==> config.mk <==
export PLATFORM = sky130hd
export DESIGN_NAME = fighter_state_ctrl
export DESIGN_NICKNAME = d
export VERILOG_FILES = /design/src/rtl/fighter_state_ctrl.sv
export SDC_FILE = /design/constraint.sdc
export NUM_CORES = 1
export LEC_CHECK = 0
export ABC_AREA = 1
export CAP_MARGIN = 20
export CORE_AREA = 2 2 67 63
export DETAILED_ROUTE_END_ITERATION = 12
export DIE_AREA = 0 0 69 65
export PLACE_DENSITY_LB_ADDON = 0.05
export SKIP_CTS_REPAIR_TIMING = 1
export SYNTH_ARGS = -nofsm -noshare
export SYNTH_HDL_FRONTEND = slang
export SYNTH_SLANG_ARGS = --single-unit
==> constraint.sdc <==
create_clock -name clk -period 4.6 [get_ports clk]
set_input_delay 0.92 -clock clk [delete_from_list [all_inputs] [get_ports clk]]
set_output_delay 0.92 -clock clk [all_outputs]
set_load 0.05 [all_outputs]
==> src/rtl/fighter_state_ctrl.sv <==
// Per-player move/attack sequencer: turns buttons and hit events into fighter state
// and sprite x position, advancing once per frame tick.
module fighter_state_ctrl #(
  parameter int unsigned X_INIT          = 100,
  parameter int unsigned X_MIN           = 0,
  parameter int unsigned X_MAX           = 576,
  parameter int unsigned STEP_PX         = 2,
  parameter int unsigned STARTUP_FRAMES  = 5,
  parameter int unsigned ACTIVE_FRAMES   = 3,
  parameter int unsigned RECOVERY_FRAMES = 8,
  parameter int unsigned HITSTUN_FRAMES  = 12
) (
  input  logic       clk,
  input  logic       rst,
  input  logic       frame_tick,
  input  logic       btn_back,
  input  logic       btn_fwd,
  input  logic       btn_attack,
  input  logic       got_hit,
  output logic [2:0] state,
  output logic [9:0] sprite_x,
  output logic [3:0] frames_left,
  output logic       busy
);

  typedef enum logic [2:0] {
    ST_IDLE         = 3'd0,
    ST_BACKWARD     = 3'd1,
    ST_FORWARD      = 3'd2,
    ST_ATK_START    = 3'd3,
    ST_ATK_ACTIVE   = 3'd4,
    ST_ATK_RECOVERY = 3'd5,
    ST_HITSTUN      = 3'd6
  } state_e;

  localparam logic [9:0]  X_INIT_P   = 10'(X_INIT);
  localparam logic [10:0] X_MIN_W    = 11'(X_MIN);
  localparam logic [10:0] X_MAX_W    = 11'(X_MAX);
  localparam logic [10:0] STEP_W     = 11'(STEP_PX);
  localparam logic [3:0]  START_LOAD = 4'(STARTUP_FRAMES - 1);
  localparam logic [3:0]  ACT_LOAD   = 4'(ACTIVE_FRAMES - 1);
  localparam logic [3:0]  REC_LOAD   = 4'(RECOVERY_FRAMES - 1);
  localparam logic [3:0]  HIT_LOAD   = 4'(HITSTUN_FRAMES - 1);

  state_e      state_q, state_d;
  logic [9:0]  sprite_x_q, sprite_x_d;
  logic [3:0]  frames_left_q, frames_left_d;
  logic        atk_pending_q, atk_pending_d;
  logic        btn_attack_q, btn_attack_d;

  logic        atk_rise;
  logic        atk_req;
  logic [10:0] x_ext;
  logic [10:0] x_inc;
  logic [10:0] x_dec;
  logic [9:0]  x_fwd;
  logic [9:0]  x_back;

  always_ff @(posedge clk or posedge rst) begin
    if (rst) begin
      state_q       <= ST_IDLE;
      sprite_x_q    <= X_INIT_P;
      frames_left_q <= '0;
      atk_pending_q <= 1'b0;
      btn_attack_q  <= 1'b0;
    end else begin
      state_q       <= state_d;
      sprite_x_q    <= sprite_x_d;
      frames_left_q <= frames_left_d;
      atk_pending_q <= atk_pending_d;
      btn_attack_q  <= btn_attack_d;
    end
  end

  // Clamped walk targets; 11-bit math keeps both directions from wrapping.
  always_comb begin
    x_ext  = {1'b0, sprite_x_q};
    x_inc  = x_ext + STEP_W;
    x_dec  = x_ext - STEP_W;
    x_fwd  = (x_inc > X_MAX_W) ? X_MAX_W[9:0] : x_inc[9:0];
    x_back = (x_ext < (X_MIN_W + STEP_W)) ? X_MIN_W[9:0] : x_dec[9:0];
  end

  always_comb begin
    btn_attack_d  = btn_attack;
    atk_rise      = btn_attack & ~btn_attack_q;
    atk_req       = atk_pending_q | atk_rise;
    // Requests never outlive a tick, whether consumed or discarded.
    atk_pending_d = frame_tick ? 1'b0 : atk_req;

    state_d       = state_q;
    sprite_x_d    = sprite_x_q;
    frames_left_d = frames_left_q;

    if (frame_tick) begin
      case (state_q)
        ST_IDLE, ST_BACKWARD, ST_FORWARD: begin
          frames_left_d = '0;
          if (got_hit) begin
            state_d       = ST_HITSTUN;
            frames_left_d = HIT_LOAD;
          end else if (atk_req) begin
            state_d       = ST_ATK_START;
            frames_left_d = START_LOAD;
          end else if (btn_fwd && !btn_back) begin
            state_d    = ST_FORWARD;
            sprite_x_d = x_fwd;
          end else if (btn_back && !btn_fwd) begin
            state_d    = ST_BACKWARD;
            sprite_x_d = x_back;
          end else begin
            state_d = ST_IDLE;
          end
        end
        ST_ATK_START, ST_ATK_ACTIVE, ST_ATK_RECOVERY: begin
          if (got_hit) begin
            state_d       = ST_HITSTUN;
            frames_left_d = HIT_LOAD;
          end else if (frames_left_q != '0) begin
            frames_left_d = frames_left_q - 4'd1;
          end else if (state_q == ST_ATK_START) begin
            state_d       = ST_ATK_ACTIVE;
            frames_left_d = ACT_LOAD;
          end else if (state_q == ST_ATK_ACTIVE) begin
            state_d       = ST_ATK_RECOVERY;
            frames_left_d = REC_LOAD;
          end else begin
            state_d       = ST_IDLE;
            frames_left_d = '0;
          end
        end
        ST_HITSTUN: begin
          if (frames_left_q != '0) begin
            frames_left_d = frames_left_q - 4'd1;
          end else begin
            state_d       = ST_IDLE;
            frames_left_d = '0;
          end
        end
        default: begin
          state_d       = ST_IDLE;
          frames_left_d = '0;
        end
      endcase
    end
  end

  always_comb begin
    case (state_q)
      ST_ATK_START, ST_ATK_ACTIVE, ST_ATK_RECOVERY, ST_HITSTUN: busy = 1'b1;
      default:                                                 busy = 1'b0;
    endcase
  end

  assign state       = state_q;
  assign sprite_x    = sprite_x_q;
  assign frames_left = frames_left_q;

endmodule

=== Word level (Yosys, flattened, before mapping) ===
Cells that the tools add are included.

* Logic and storage cells: 59
* Output and inout bits: 18
* Bits in registers: 19
* Input bits: 7

* Order comparisons: 2
* Add/subtract/negate cells: 3
* Muxes and demuxes: 24
* Reductions and logical operators: 12
* Equal/unequal tests: 8
* Bitwise logic cells: 5

{| class="wikitable"
|+ Operator list
! kind !! number
|-
| $mux W10 || 4
|-
| $mux W3 || 9
|-
| $mux W4 || 4
|-
| $pmux W4 S3 || 1
|-
| $add A10 B2 Y11 const B || 1
|-
| $gt A11 B10 Y1 const B || 1
|-
| $lt A10 B2 Y1 const B || 1
|-
| $sub A10 B2 Y10 const B || 1
|-
| $eq A3 B3 Y1 const B || 3
|-
| $pmux W3 S3 || 1
|-
| $eq A3 B2 Y1 const B || 2
|-
| $reduce_or A3 Y1 || 2
|-
| $reduce_and A5 Y1 || 1
|-
| $mux W2 || 2
|-
| $reduce_bool A4 Y1 || 1
|-
| $reduce_or A4 Y1 || 1
|-
| $sub A4 B1 Y4 const B || 1
|-
| $eq A3 B1 Y1 const B || 1
|-
| $logic_not A3 Y1 || 1
|-
| $mux W1 || 3
|-
| $ne A3 B3 Y1 const B || 1
|-
| $not A1 Y1 || 3
|-
| $reduce_and A3 Y1 || 1
|-
| $logic_and A1 B1 Y1 || 2
|-
| other kinds (5) || 6
|}

=== Longest topological paths before layout ===
Gate-level depths: netlist (run 1).

* Depth after elaboration: 7
* Depth in mapped cells: 12
* Gate-level depth less buffers: 12

=== Worst setup path before layout (run 1) ===
OpenSTA, ideal clock, no wires.

* Path type: flip-flop to output port
* Start point: register state_q[0], in the netlist state[0]
* End point: output busy
* Setup slack: 2.275 ns
* Data required time: 3.680 ns
* Arrival: 1.405 ns
* Path buffers: 0
* Cell stages (with the launch flop): 7
* Cells stage by stage: dfrtp_1 nand2_1 nand2_1 nand2_1 inv_1 nor2_1 inv_1

* Cells in the longest elaborated chain, start to end: 3
* Elaborated cells between the ends (all ways): 6
* Classes of those cells: eq/ne (4); mux (1); reduce/logical (1)

{| class="wikitable"
|+ Ends and longest elaborated chain
! element !! RTL line !! source
|-
| start, declared || 45 || <nowiki>state_e state_q, state_d;</nowiki>
|-
| start signal, assigned || 67 || <nowiki>state_q <= state_d;</nowiki>
|-
| $eq A3 B2 Y1 or $eq A3 B3 Y1 (tied branches) || 149 || <nowiki>case (state_q)</nowiki>
|-
| $reduce_or A4 Y1 * || 149 ||
|-
| $mux W1 * || 149 ||
|-
| end, declared || 23 || <nowiki>output logic busy</nowiki>
|}

Mark *: on every way between the ends. The rest lies on a longest branch, timed or not.

=== Final worst setup path (run 1) ===
Ends and elaborated chain as after synthesis.

==> flow_summary_export.csv, run 1 <==
group,metric,value,unit
timing,setup_viol,0,
logic_synthesis,seq_area_frac_synth,27.4,%
global_route,grt_pass1_wl,6900,um
cts,h-tree-depth,1,
timing,finClkSkew,0.00101,ns
pwr,power,1.54,mW
run,drv_cap,0,
cts,cts.sinks,18,
cts,cts_buffer_depth,2,
die,start_util,43.0,%
detailed_routing,drc,0,
pwr,power.density,788,mW/mm^2
worst_setup_path,cp.required,3.68,ns
worst_setup_path,crit_type,"flip-flop to output pin",
placement,pre_cts_ws,1.94,ns
logic_synthesis,synthCells,252,
worst_setup_path,rrSetupSlack,2.68,ns
cts,clk_latency,0.26,ns
timing,hold_slack,0.541,ns
layout,drive_above_1_share,12.5,%
global_route,overflow,0,
timing,hold_violations,0,
logic_synthesis,synth.cell_area,0.00166,mm^2
timing,rsz0062_at_grt,"false",
timing,slew_viol_final,0,
layout,diodes,0,
die,die_w,69,um
die,ios,25,
layout,fill_cells,387,
cts,cts_buffers,3,
placement,dp_cells,317,
timing,finalCriticalPeriod,2.93,ns
placement,portBuffers,23,
worst_setup_path,critical_path.max_fanout,4,
worst_setup_path,arrival,2.01,ns
logic_synthesis,synth_cell_types,37,
worst_setup_path,worst_setup_path_end_kind,"output pin",
timing,setup_ws,1.67,ns
die,die_h,65,um
cts,cts-root-buf,"clkbuf_8",
cts,clk_pin_slew,0.07,ns
die,placementRows,22,
detailed_routing,first_pass_iters,4,
die,core_area,0.00385,mm^2
worst_setup_path,start_kind,"flip-flop",
layout,final_cell_mix,"56 x nand2_1, 37 x inv_1, 32 x nor2_1, 27 x nand3_1, 23 x clkdlybuf4s50_1",
timing,maxSlewHeadroom,53.0,%
worst_hold_path,hp-class,"flip-flop to flip-flop",
cts,tritoncts,"yes",
status,status,"completed",
global_route,grt_pass1_vias,1466,
placement,gp_congestion,0.963,
timing,clock.fmax,341,MHz
layout,layout.nets,287,
detailed_routing,wl_per_cell,12.8,um
global_route,grt_start_max_net_pins,19,
logic_synthesis,syn_nets,265,
die,dieArea,0.00449,mm^2
global_route,grt.total_usage,18.9,%
layout,fin_cells,321,
detailed_routing,drt_iter0_markers,127,
detailed_routing,ant_nets,0,
timing,tns,0,ns
pwr,leakagePower,0.982,nW
timing,max_slew.worst_pin.slew,0.705,ns
layout,area_growth,18.0,%
logic_synthesis,synth_area_per_cell,6.58,um^2
timing,fin_crit_sh,63.7,%
detailed_routing,viasPerCell,5.17,
placement,hpwl,3190,um
layout,final_common_cell,"nand2_1",
logic_synthesis,synth_warnings,0,
global_route,antenna_found_initial,0,
detailed_routing,num_vias,1658,
logic_synthesis,synth-seq-cells,18,
pwr,peakVddDrop,0.420,mV
detailed_routing,wirelength,4120,um
-- cell families after synthesis --
logic type               share of synthesized area, %
AO/OA/AOI/OAI                                    13.8
buffers and inverters                            12.1
flip-flops                                       27.4
XOR/XNOR                                         4.23
AND/OR/NAND/NOR                                  37.7
adder cells (fa/ha/maj)                          4.53
other                                           0.226
-- flip-flops by register name, indices dropped and copies added, names as in the netlist --
register and count:
sprite_x 9, frames_left 4, state 3, btn_attack_q 1, atk_pending_q 1
-- worst paths after layout --
path	to	from	cells after the start
max in group asynchronous	sprite_x[7]	rst	2
worst min register to register	frames_left[1]	frames_left[1]	2
worst max register to register	sprite_x[4]	sprite_x[1]	11
min in group asynchronous	btn_attack_q	rst	2
worst min-delay path	frames_left[1]	frames_left[1]	2
worst max-delay path	busy	state[0]	7
-- per-layer routing --
layer	GRT usage, %	share of wire, %
met1	26.8	48
met2	30.8	48
met3	2.95	3.1
met4	3.68	1.1
met5	0	0
-- worst max-delay path, stage by stage (launching register included) --
cell and delay (ns):
dfrtp_1 0.39, nand2_1 0.09, nand2_1 0.08, nand2_1 0.09
inv_1 0.14, nor2_1 0.08, inv_1 0.08, clkdlybuf4s50_1 0.80
-- layout make-up --
| type | instances | area (um^2) | share of cell area (%) |
|---|---|---|---|
| inverters | 41 | 154 | 7.86 |
| multi-input cells | 187 | 1000 | 51.3 |
| clock buffers | 4 | 55.1 | 2.81 |
| well taps | 48 | 60.1 | 3.07 |
| flip-flops and latches | 18 | 454 | 23.2 |
| repair buffers | 23 | 230 | 11.8 |
-- stage by stage --
step	util, %	instance area [um^2]
final	50.8	1960
after floorplan	-	1660
after detailed placement	49.4	1900
after global routing	50.8	1960
after global placement	49.4	1900
after CTS	50.8	1960
-- cells in the mapped netlist --
cell	number	share of area (%)
xor2_1	7	3.7
nor2_1	32	7.2
buf_2	1	0.30
nand2_4	1	0.68
ha_1	6	4.5
and2_4	1	0.53
o2111ai_1	1	0.53
nand4_1	2	0.75
nand3b_1	1	0.45
inv_1	37	8.4
nor3_2	1	0.60
o21ai_2	1	0.53
o21ai_1	2	0.60
xnor2_1	1	0.53
nand3_2	2	1.2
nand3_1	27	8.2
nand2_2	6	2.3
buf_6	1	0.68
nand2_1	56	13
inv_2	4	0.91
o211ai_1	1	0.45
o21ai_0	15	4.5
a211oi_1	1	0.45
a21oi_1	3	0.91
o311ai_0	1	0.53
nor3_1	2	0.60
a31oi_1	3	1.1
buf_4	4	1.8
dfrtp_1	15	23
a21oi_2	6	3.2
dfstp_2	3	4.8
nor2_4	1	0.68
nor2_2	3	1.1
o221ai_1	1	0.53
nand4_2	1	0.75
conb_1	1	0.23
o21bai_1	1	0.45
-- power breakdown --
group	internal (mW)	leakage, nW	total [mW]	switching (mW)
registers	0.238	0.211	0.366	0.129
clock network	0.0762	0.0288	0.131	0.0550
logic	0.342	0.742	1.05	0.703
No activity file was read; power rests on OpenSTA's default activity.
==> inputs of run 2 (changes only) <==
==> constraint.sdc (replaced) <==
create_clock -name clk -period 2.5 [get_ports clk]
set_input_delay 0.5 -clock clk [delete_from_list [all_inputs] [get_ports clk]]
set_output_delay 0.5 -clock clk [all_outputs]
set_load 0.05 [all_outputs]
==> flow_summary_export.csv, run 2 (same netlist as run 1, synthesis figures left out) <==
group,metric,value,unit
global_route,overflow,0,
timing,finalCriticalPeriod,2.25,ns
timing,setup_viol,0,
die,start_util,43.0,%
worst_setup_path,cp.required,2.00,ns
worst_setup_path,crit_type,"flip-flop to output pin",
layout,diodes,0,
cts,clk_pin_slew,0.08,ns
cts,clk_latency,0.26,ns
timing,hold_slack,0.531,ns
cts,cts_buffer_depth,2,
worst_setup_path,r2r_end,"sprite_x[8]",
global_route,grt_start_max_net_pins,19,
run,drv_cap,0,
timing,maxSlewHeadroom,50.3,%
timing,max_slew.worst_pin.slew,0.744,ns
worst_hold_path,min_to,"frames_left[1]",
detailed_routing,drc,0,
pwr,power.density,1440,mW/mm^2
global_route,grt.total_usage,19.7,%
pwr,leakagePower,0.997,nW
worst_setup_path,arrival,1.75,ns
detailed_routing,num_vias,1638,
timing,clock.fmax,444,MHz
die,die_w,69,um
cts,tritoncts,"yes",
layout,final_cell_mix,"56 x nand2_1, 37 x inv_1, 32 x nor2_1, 27 x nand3_1, 22 x clkdlybuf4s50_1",
cts,h-tree-depth,1,
worst_setup_path,critical_path.max_fanout,11,
timing,finClkSkew,0.00968,ns
die,ios,25,
worst_setup_path,crit_family,"buffers and inverters",
global_route,grt_pass1_vias,1557,
timing,fin_crit_sh,90.2,%
worst_setup_path,rr_worst_depth,11,
layout,layout.nets,290,
layout,design_area,0.00198,mm^2
cts,cts-root-buf,"clkbuf_8",
worst_setup_path,worst-path-buf-inv,1,
worst_setup_path,critPathSlowestCell,"clkdlybuf4s50_1",
layout,fill_cells,417,
worst_hold_path,hp-start,"frames_left[1]",
worst_setup_path,start_kind,"flip-flop",
placement,gp_congestion,0.873,
detailed_routing,first_pass_iters,4,
worst_hold_path,whs_path_depth,2,
die,core_area,0.00385,mm^2
global_route,antenna_found_initial,0,
pwr,peakVddDrop,0.624,mV
timing,hold_violations,0,
detailed_routing,drt_iter0_markers,84,
die,placementRows,22,
worst_setup_path,rrSetupSlack,0.56,ns
layout,largest_register_ff_count,9,
timing,slew_viol_final,0,
die,die_h,65,um
status,status,"completed",
worst_setup_path,crit_path_max_incr_delay,0.84,ns
timing,tns,0,ns
layout,final_common_cell,"nand2_1",
layout,area_growth,19.2,%
placement,portBuffers,23,
placement,hpwl,3300,um
die,dieArea,0.00449,mm^2
detailed_routing,ant_nets,0,
cts,cts.sinks,18,
global_route,grt_pass1_wl,7190,um
placement,place_area,0.00192,mm^2
worst_setup_path,worst_setup_path_end_kind,"output pin",
worst_setup_path,r2r-start,"sprite_x[1]",
detailed_routing,wirelength,4230,um
timing,rsz0062_at_grt,"false",
placement,dp_cells,320,
worst_hold_path,hp-class,"flip-flop to flip-flop",
layout,fin_cells,324,
detailed_routing,wl_per_cell,13.0,um
detailed_routing,viasPerCell,5.06,
worst_setup_path,crit_chain,"clkdlybuf4s50_1",
cts,cts_buffers,3,
layout,drive_above_1_share,13.8,%
[run 2: cell types whose count changed in the layout (fill, tap and decap cells not counted), sizes merged]
cell	before	now
buf	0	4
clkdlybuf4s50	23	22
[run 2: area by class of cell]
class | instances | area, um^2 | area share, %
inverters | 41 | 154 | 7.78
clock buffers | 4 | 55.1 | 2.78
well taps | 48 | 60.1 | 3.04
repair buffers | 26 | 250 | 12.7
flip-flops and latches | 18 | 454 | 23.0
multi-input cells | 187 | 1000 | 50.8
[run 2: how the worst max path moves through the flow]
stage	start	to	slack [ns]	depth (start not counted)
3_5_place_dp	btn_back	sprite_x[4]	0.27	9
3_3_place_gp	btn_back	sprite_x[3]	0.31	9
5_1_grt	sprite_x[6]	sprite_x[6]	0.21	1
2_1_floorplan	sprite_x[1]	sprite_x[8]	0.54	11
6_report	sprite_x[6]	sprite_x[6]	0.25	1
4_1_cts	sprite_x[6]	sprite_x[6]	0.24	1
[run 2: layer usage]
layer / global-route usage (%) / part of all wire (%) / vias up
met1: 25.3 / 48 / 751
li1: - / - / 848
met3: 2.64 / 2.4 / 8
met2: 34.1 / 48 / 31
met5: 0 / 0 / -
met4: 6.37 / 1.5 / 0
[run 2: worst register-to-register path: stages, from the launching register on]
cell     delay (ns)
dfrtp_1        0.54
inv_2          0.15
ha_1           0.38
nor2_1         0.13
nand2_1        0.06
nor2_1         0.11
nand2_1        0.07
nand2_2        0.06
nand2_2        0.06
nand2_4        0.08
nand3_1        0.10
a21oi_2        0.14
[run 2: where the power goes]
group / internal, mW / total [mW] / switching [mW]
sequential: 0.437 / 0.648 / 0.210
combinational: 0.636 / 1.95 / 1.31
clock: 0.140 / 0.241 / 0.101
total: 1.21 / 2.84 / 1.63
[run 2: metrics by stage]
stage	setup slack (ns)	util, %	total power [mW]
6_report	0.245	51.3	2.84
2_1_floorplan	0.542	-	2.08
4_1_cts	0.239	51.3	2.84
3_3_place_gp	0.313	49.9	2.61
3_5_place_dp	0.268	49.9	2.59
5_1_grt	0.215	51.3	3.07
==> inputs of run 3 (changes only) <==
--- a/config.mk
+++ b/config.mk
@@ -7,9 +7,9 @@
 export LEC_CHECK = 0
 export ABC_AREA = 1
 export CAP_MARGIN = 20
-export CORE_AREA = 2 2 67 63
+export CORE_AREA = 2 2 63 59
 export DETAILED_ROUTE_END_ITERATION = 12
-export DIE_AREA = 0 0 69 65
+export DIE_AREA = 0 0 65 61
 export PLACE_DENSITY_LB_ADDON = 0.05
 export SKIP_CTS_REPAIR_TIMING = 1
 export SYNTH_ARGS = -nofsm -noshare
==> constraint.sdc (replaced) <==
create_clock -name clk -period 2.6 [get_ports clk]
set_input_delay 0.52 -clock clk [delete_from_list [all_inputs] [get_ports clk]]
set_output_delay 0.52 -clock clk [all_outputs]
set_load 0.05 [all_outputs]
==> flow_summary_export.csv, run 3 (same netlist as run 1, synthesis figures left out) <==
group,metric,value,unit
detailed_routing,wl_met2,1580,um
timing,tns,0,ns
detailed_routing,num_vias,1598,
timing,finClkSkew,0.00941,ns
cts,cts_buffers,3,
worst_setup_path,crit_family,"buffers and inverters",
layout,diodes,0,
layout,fill_cells,341,
cts,cts.sinks,18,
placement,portBuffers,23,
layout,drive_above_1_share,12.7,%
timing,finalCriticalPeriod,2.28,ns
layout,largest_register_ff_count,9,
global_route,overflow,0,
status,status,"completed",
detailed_routing,wirelength,3920,um
worst_setup_path,arrival,1.76,ns
die,placementRows,20,
worst_setup_path,worst_setup_path_end_kind,"output pin",
worst_setup_path,cp.required,2.08,ns
timing,rsz0062_at_grt,"false",
timing,maxSlewHeadroom,55.8,%
detailed_routing,drc,0,
detailed_routing,drt_iter0_markers,125,
detailed_routing,first_pass_iters,4,
die,dieArea,0.00397,mm^2
worst_setup_path,worst-path-buf-inv,1,
timing,clock.fmax,439,MHz
global_route,grt.total_usage,22.9,%
layout,area_growth,18.2,%
cts,clk_latency,0.26,ns
die,start_util,50.6,%
die,die_w,65,um
detailed_routing,wl_met3,167,um
detailed_routing,highest_layer,"met4",
die,core_area,0.00328,mm^2
layout,final_cell_mix,"56 x nand2_1, 37 x inv_1, 32 x nor2_1, 27 x nand3_1, 22 x clkdlybuf4s50_1",
run,drv_cap,0,
pwr,power.density,1370,mW/mm^2
pwr,peakVddDrop,0.794,mV
timing,slew_viol_final,0,
worst_setup_path,start_kind,"flip-flop",
timing,max_slew.worst_pin.slew,0.662,ns
worst_hold_path,hp-class,"flip-flop to flip-flop",
global_route,grt_pass1_wl,6930,um
detailed_routing,wl_per_cell,12.3,um
die,ios,25,
layout,fin_util,59.8,%
detailed_routing,ant_nets,0,
cts,cts-root-buf,"clkbuf_8",
pwr,leakagePower,0.995,nW
detailed_routing,viasPerCell,5.01,
global_route,antenna_found_initial,0,
timing,hold_violations,0,
detailed_routing,m1WireLength,2130,um
placement,hpwl,3100,um
timing,setup_viol,0,
timing,fin_crit_sh,87.6,%
worst_setup_path,critical_path.max_fanout,11,
global_route,grt_pass1_vias,1493,
layout,final_common_cell,"nand2_1",
pwr,power,2.69,mW
cts,clk_pin_slew,0.07,ns
cts,tritoncts,"yes",
worst_setup_path,crit_type,"flip-flop to output pin",
layout,layout.nets,289,
worst_setup_path,critPathSlowestCell,"clkdlybuf4s50_1",
worst_setup_path,crit_chain,"clkdlybuf4s50_1",
placement,gp_congestion,0.871,
worst_setup_path,crit_path_max_incr_delay,0.84,ns
cts,h-tree-depth,1,
global_route,grt_start_max_net_pins,19,
cts,cts_buffer_depth,2,
die,die_h,61,um
[run 3: cell types whose count changed in the layout (fill, tap and decap cells not counted), sizes merged]
cell / delta
buf: -2
dlymetal6s2s: +1
[run 3: layout make-up]
| type | count | area, um^2 | area share (%) |
|---|---|---|---|
| Inverter | 41 | 154 | 7.85 |
| Timing Repair Buffer | 25 | 248 | 12.6 |
| Tap cell | 44 | 55.1 | 2.81 |
| Sequential cell | 18 | 454 | 23.2 |
| Multi-Input combinational cell | 187 | 1000 | 51.2 |
| Clock buffer | 4 | 45.0 | 2.30 |
[run 3: worst paths after layout]
kind | startpoint | to | slack, ns | cells after the start
setup / recovery | sprite_x[6] | sprite_x[6] | 0.32 | 1
hold / removal | frames_left[1] | frames_left[1] | 0.54 | 2
setup reg to reg | sprite_x[1] | sprite_x[3] | 0.69 | 11
hold reg to reg | frames_left[1] | frames_left[1] | 0.54 | 2
max in group asynchronous | rst | sprite_x[4] | 1.52 | 2
min in group asynchronous | rst | sprite_x[1] | 0.65 | 2
[run 3: metrics by stage]
stage          setup slack, ns  cells  instance area, um^2  hold slack (ns)
6_report                 0.324    319                 1960            0.539
5_1_grt                  0.270    319                 1960            0.574
4_1_cts                  0.120    319                 1960            0.541
3_5_place_dp             0.331    315                 1910            0.522
3_3_place_gp             0.371    315                 1910            0.501
2_1_floorplan            0.642    252                 1660            0.456
[run 3: power breakdown]
group          internal [mW]  switching [mW]  leakage, nW
registers              0.421           0.199        0.211
clock network          0.109          0.0894       0.0228
logic                  0.614            1.26        0.761
total                   1.14            1.54        0.995
[run 3: per-layer routing]
layer  up-vias  GRT usage [%]
met2        38           33.7
met4         0           5.78
met3         5           3.53
met1       704           35.0
met5         -              0
li1        851              -
